**src/rtl/risc_v_def.sv**
```systemverilog
// Shared definitions for the register-file debug dump reader.
// Latency: n/a (types and constants only).
// Backpressure: n/a.
package risc_v_def;

  // Dump FSM states; CSUM is only reachable when the checksum beat is built in.
  typedef enum logic [2:0] {
    IDLE  = 3'd0,
    FETCH = 3'd1,
    SEND  = 3'd2,
    CSUM  = 3'd3,
    DONE  = 3'd4
  } dump_state_t;

  // Index reported on the checksum beat: all ones, sliced down to the address width.
  localparam logic [31:0] DUMP_CSUM_IDX = '1;

endpackage

```
**src/rtl/regfile_dump_reader.sv**
```systemverilog
// Walks register-file debug port 0..2**ADDR_W-1 and streams {idx,data,last}; optional XOR checksum beat under REGDUMP_CHECKSUM_EN.
// Latency: first beat valid 2 cycles after start is sampled; 1 beat per 2 cycles at best.
// Backpressure: payload held stable in SEND until out_valid & out_ready; no beat is skipped or repeated.
module regfile_dump_reader
  import risc_v_def::*;
#(
  parameter int ADDR_W = 5,
  parameter int XLEN   = 32
) (
  input  logic              clk,
  input  logic              rst,
  input  logic              start,
  output logic              busy,
  output logic              done,
  output logic [ADDR_W-1:0] debug_ra,
  input  logic [XLEN-1:0]   debug_rd,
  output logic              out_valid,
  input  logic              out_ready,
  output logic [XLEN-1:0]   out_data,
  output logic [ADDR_W-1:0] out_idx,
  output logic              out_last
);

  localparam logic [ADDR_W-1:0] LAST_IDX = '1;
  localparam logic [ADDR_W-1:0] IDX_ONE  = {{(ADDR_W-1){1'b0}}, 1'b1};

  dump_state_t       state_q, state_d;
  logic [ADDR_W-1:0] idx_q, idx_d;
  logic              out_valid_q, out_valid_d;
  logic [XLEN-1:0]   out_data_q, out_data_d;
  logic [ADDR_W-1:0] out_idx_q, out_idx_d;
  logic              out_last_q, out_last_d;
`ifdef REGDUMP_CHECKSUM_EN
  logic [XLEN-1:0]   csum_q, csum_d;
`endif

  // State, index and output payload registers with synchronous reset.
  always_ff @(posedge clk) begin
    if (rst) begin
      state_q     <= IDLE;
      idx_q       <= '0;
      out_valid_q <= 1'b0;
      out_data_q  <= '0;
      out_idx_q   <= '0;
      out_last_q  <= 1'b0;
`ifdef REGDUMP_CHECKSUM_EN
      csum_q      <= '0;
`endif
    end else begin
      state_q     <= state_d;
      idx_q       <= idx_d;
      out_valid_q <= out_valid_d;
      out_data_q  <= out_data_d;
      out_idx_q   <= out_idx_d;
      out_last_q  <= out_last_d;
`ifdef REGDUMP_CHECKSUM_EN
      csum_q      <= csum_d;
`endif
    end
  end

  // Next-state logic: walk the index, capture each register in FETCH, hold it in SEND.
  always_comb begin
    state_d     = state_q;
    idx_d       = idx_q;
    out_valid_d = out_valid_q;
    out_data_d  = out_data_q;
    out_idx_d   = out_idx_q;
    out_last_d  = out_last_q;
`ifdef REGDUMP_CHECKSUM_EN
    csum_d      = csum_q;
`endif
    case (state_q)
      IDLE: begin
        if (start) begin
          idx_d   = '0;
          state_d = FETCH;
`ifdef REGDUMP_CHECKSUM_EN
          csum_d  = '0;
`endif
        end
      end
      FETCH: begin
        // The register file write port is registered, so a same-cycle write is not seen here.
        out_data_d  = debug_rd;
        out_idx_d   = idx_q;
`ifdef REGDUMP_CHECKSUM_EN
        out_last_d  = 1'b0;
`else
        out_last_d  = (idx_q == LAST_IDX);
`endif
        out_valid_d = 1'b1;
        state_d     = SEND;
      end
      SEND: begin
        if (out_ready) begin
          out_valid_d = 1'b0;
`ifdef REGDUMP_CHECKSUM_EN
          csum_d      = csum_q ^ out_data_q;
`endif
          if (idx_q == LAST_IDX) begin
`ifdef REGDUMP_CHECKSUM_EN
            state_d = CSUM;
`else
            state_d = DONE;
`endif
          end else begin
            // Terminal test is on all ones, so idx never wraps inside a dump.
            idx_d   = idx_q + IDX_ONE;
            state_d = FETCH;
          end
        end
      end
`ifdef REGDUMP_CHECKSUM_EN
      CSUM: begin
        // First cycle loads the checksum beat; then wait for its handshake.
        if (!out_valid_q) begin
          out_valid_d = 1'b1;
          out_data_d  = csum_q;
          out_idx_d   = DUMP_CSUM_IDX[ADDR_W-1:0];
          out_last_d  = 1'b1;
        end else if (out_ready) begin
          out_valid_d = 1'b0;
          state_d     = DONE;
        end
      end
`endif
      DONE: begin
        idx_d   = '0;
        state_d = IDLE;
      end
      default: begin
        state_d = IDLE;
      end
    endcase
  end

  assign busy      = (state_q != IDLE);
  assign done      = (state_q == DONE);
  assign debug_ra  = idx_q;
  assign out_valid = out_valid_q;
  assign out_data  = out_data_q;
  assign out_idx   = out_idx_q;
  assign out_last  = out_last_q;

endmodule

```
**config.mk**
```make
export PLATFORM = sky130hd
export DESIGN_NAME = regfile_dump_reader
export DESIGN_NICKNAME = d
export VERILOG_FILES = /design/src/rtl/risc_v_def.sv /design/src/rtl/regfile_dump_reader.sv
export SDC_FILE = /design/constraint.sdc
export NUM_CORES = 1
export LEC_CHECK = 0
export CAP_MARGIN = 10
export CORE_MARGIN = 4
export CORE_UTILIZATION = 40
export DETAILED_ROUTE_END_ITERATION = 8
export GPL_ROUTABILITY_DRIVEN = 0
export PLACE_DENSITY = 0.77
export SETUP_SLACK_MARGIN = 0.5
export SLEW_MARGIN = 20
export SYNTH_ARGS = -nofsm -noshare
export SYNTH_HDL_FRONTEND = slang
export SYNTH_SLANG_ARGS = --single-unit
```
**constraint.sdc**
```tcl
create_clock -name clk -period 2.12 [get_ports clk]
set_input_delay 0.636 -clock clk [delete_from_list [all_inputs] [get_ports clk]]
set_output_delay 0.636 -clock clk [all_outputs]
set_load 0.01 [all_outputs]
```
==> results_dict.tcl <==
set metrics [dict create \
    status "complete, no violations" \
    utilization_pct 69.5 \
    cts_made_buffers 5 \
    avgSynthCellArea_um2 7.98 \
    cts_tree "built" \
    dp_hpwl_um 3360 \
    vias_per_cell 4.85 \
    drc_errors 0 \
    syn-instance-count 220 \
    postLayoutCellArea_um2 2860 \
    ys_top_cells_by_area "dfxtp_1, nand2_1, a21oi_1, nand3_1, clkbuf_1" \
    fillers 351 \
    num-nets-final 352 \
    maxCapViolCount 0 \
    cp_top_family "flip-flops" \
    clkTransAtPathRegs_ns 0.09 \
    leakage_uw 0.00124 \
    max_freq_mhz 562 \
    chipWidth_um 74.3 \
    clockBufferDepth 2 \
    crit_path_max_fanout 2 \
    power.internal_uw 1390 \
    synth-main-ff-cell "dfxtp_1" \
    setup_ws_ns 0.341 \
    endpoint_kind "output port" \
    top_level_ports 82 \
    cp-start-kind "register" \
    place_area_um2 2650 \
    rsz0062_at_grt "true" \
    grt_use_total_pct 18.4 \
    drt_iter0_drc 117 \
    antenna_found_initial 0 \
    drive_above_1_share_pct 16.2 \
    maxSlewViolCount 0 \
    fin_worst_skew_ns 0.00539 \
    ant_nets 0 \
    ys_types 24 \
    r2r-start "debug_ra[1]$_SDFFE_PP0P_" \
    start_util_pct 42.7 \
    grt_max_degree 26 \
    die_area_um2 5520 \
    cp_slowest_cell "dfxtp_4" \
    synth_largest_type_area_fraction_pct 53.6 \
    rr_worst_depth 6 \
    grt_pass1_vias 1646 \
    crit_buf_inv 1 \
    path_class "reg -> out" \
    max_stage_delay_ns 0.35 \
    ys_ff_latch 47 \
    whs_path_depth 2 \
    tightest_slew_ns 0.626 \
    worstHoldStart "out_idx[3]$_SDFFE_PP0P_" \
    overflow 0 \
    async_flop_share_pct 0 \
    coreArea_um2 4120 \
    place_ws_ns -0.122 \
    area.growth.synth_to_final_pct 62.7 \
    ctsHtreeMaxLevel 2 \
    instances_no_fill 365 \
    grt_pass1_wl_um 7750 \
    insertion_delay_ns 0.30 \
    drt_wl_total_um 4900 \
    yosysSeqAreaShare_pct 53.6 \
    power.share.combinational_pct 15.1 \
    clock_power_share_pct 34.4 \
    relSlewSlack_pct 57.9 \
    power_frac_seq_pct 50.5 \
    synth_nets 258 \
    hold-path-endpoint "out_idx[3]$_SDFFE_PP0P_" \
    setup_tns_ns 0 \
    finalWorstPathRequiredPeriod_ns 1.78 \
    num_antenna_cells 0 \
    setup_viol 0 \
    post-route-period-util_pct 83.9 \
    switchingPower_uw 454 \
    synth.top_cells.by_count "nand2_1, dfxtp_1, a21oi_1" \
    dpl.cell_count 344 \
    dr.pass1.iters 4 \
    clockRootBuffer "clkbuf_8" \
    yosys.area.top_type "dfxtp_1" \
    synth-edff-count 0 \
    netSwitchingFraction_pct 24.6 \
    reg2reg_slack_ns 0.40 \
    arrival_ns 1.14 \
    critPathRequiredTime_ns 1.48 \
    yosys_warnings 0 \
    synth.most_common_cell "nand2_1" \
    worstPathCellList "or3_1 > buf_2" \
    synth.cell_area_um2 1760 \
    port_buffers 81 \
    reg2reg_to "debug_ra[2]$_SDFFE_PP0P_" \
    hold_path_class "reg -> reg" \
    powerDensity_nw_per_um2 647 \
    num_vias 1772 \
    die_h_um 74.3 \
    rows 23 \
    hold_violations 0 \
    routedWlPerCell_um 13.4 \
    clock_sinks 47 \
    peakVddDrop_mv 0.441 \
]
per-stage QoR:
| step | hold slack [ns] | power (uW) |
|---|---|---|
| 3_5_place_dp | 0.445 | 1250 |
| 3_3_place_gp | 0.441 | 1240 |
| 4_1_cts | 0.454 | 1860 |
| 2_1_floorplan | 0.481 | 1080 |
| 5_1_grt | 0.473 | 1930 |
| 6_report | 0.451 | 1850 |
timing repair:
action / 4_1_cts / 5_1_grt
hold buffers: 0 / 0
endpoints found under the setup margin: 51 / 43
hold endpoints to repair: 0 / 0
buffers inserted: 8 / 5
pin swaps: 1 / 3
resized for setup: 64 / 20
flip-flops by register name, summed over array words and instances (netlist names):
name       count
state_q        3
debug_ra       5
out_idx        5
out_last       1
out_data      32
out_valid      1
layout by cell type (no fill, tap or decap), types with 2 or more instances in the layout:
cell type / count
a21oi_1: 42
and2_4: 2
buf_2: 2
buf_4: 18
buf_6: 4
clkbuf_2: 2
clkbuf_8: 6
clkdlybuf4s15_1: 4
clkdlybuf4s50_1: 33
dfxtp_1: 39
dfxtp_2: 2
dfxtp_4: 6
dlygate4sd2_1: 39
ha_4: 2
nand2_1: 80
nand3_1: 7
nand3b_1: 3
nand4b_1: 2
nor2_1: 4
nor3_1: 3
or3_1: 2
power groups by stage:
stage	logic [uW]	clock network (uW)	registers, uW
final	280	635	934
after global placement	282	0	961
after floorplan	102	0	976
after detailed placement	285	0	963
after global routing	310	685	940
after CTS	268	655	937
cells by family after synthesis:
group	Yosys count	synth area share, %
buffers and inverters	16	4.42
AOI/OAI and AO/OA	45	13.0
DFF	47	53.6
and+or+nand+nor	110	27.6
adders and majority gates	2	1.42
metal layers:
| layer | vias to the layer above | global-route usage (%) | routed length, um |
|---|---|---|---|
| li1 | 920 | - | - |
| met1 | 771 | 22.9 | 2050 |
| met2 | 67 | 28.8 | 2310 |
| met3 | 14 | 6.76 | 401 |
| met4 | 0 | 7.71 | 127 |
| met5 | - | 0 | 0 |
worst max path at each step:
| stage | start | end | slack, ns | depth (start not counted) |
|---|---|---|---|---|
| final | state_q[2]$_SDFFE_PP0P_ | busy | 0.34 | 2 |
| after global routing | state_q[2]$_SDFFE_PP0P_ | busy | 0.29 | 2 |
| after CTS | state_q[2]$_SDFFE_PP0P_ | busy | 0.24 | 2 |
| after detailed placement | out_ready | debug_ra[3]$_SDFFE_PP0P_ | -0.12 | 5 |
| after global placement | out_ready | debug_ra[3]$_SDFFE_PP0P_ | -0.09 | 5 |
| after floorplan | debug_ra[0]$_SDFFE_PP0P_ | debug_ra[3]$_SDFFE_PP0P_ | 0.37 | 7 |
worst register-to-register path: stages, from the launching register on:
cell and delay (ns):
dfxtp_4 0.37, ha_4 0.16, and3_4 0.18, ha_4 0.16, or2_4 0.25, or4b_1 0.46, nand3_1 0.07
final cells by class:
cell class / count / area [um2] / share of cell area, %
flip-flops and latches: 47 / 966 / 33.8
repair buffers: 102 / 912 / 31.9
multi-input cells: 157 / 802 / 28.1
clock buffers: 7 / 108 / 3.76
well taps: 50 / 62.6 / 2.19
clock inverters: 1 / 5.00 / 0.175
inverters: 1 / 3.75 / 0.131
(Power assumes the default switching activity.)
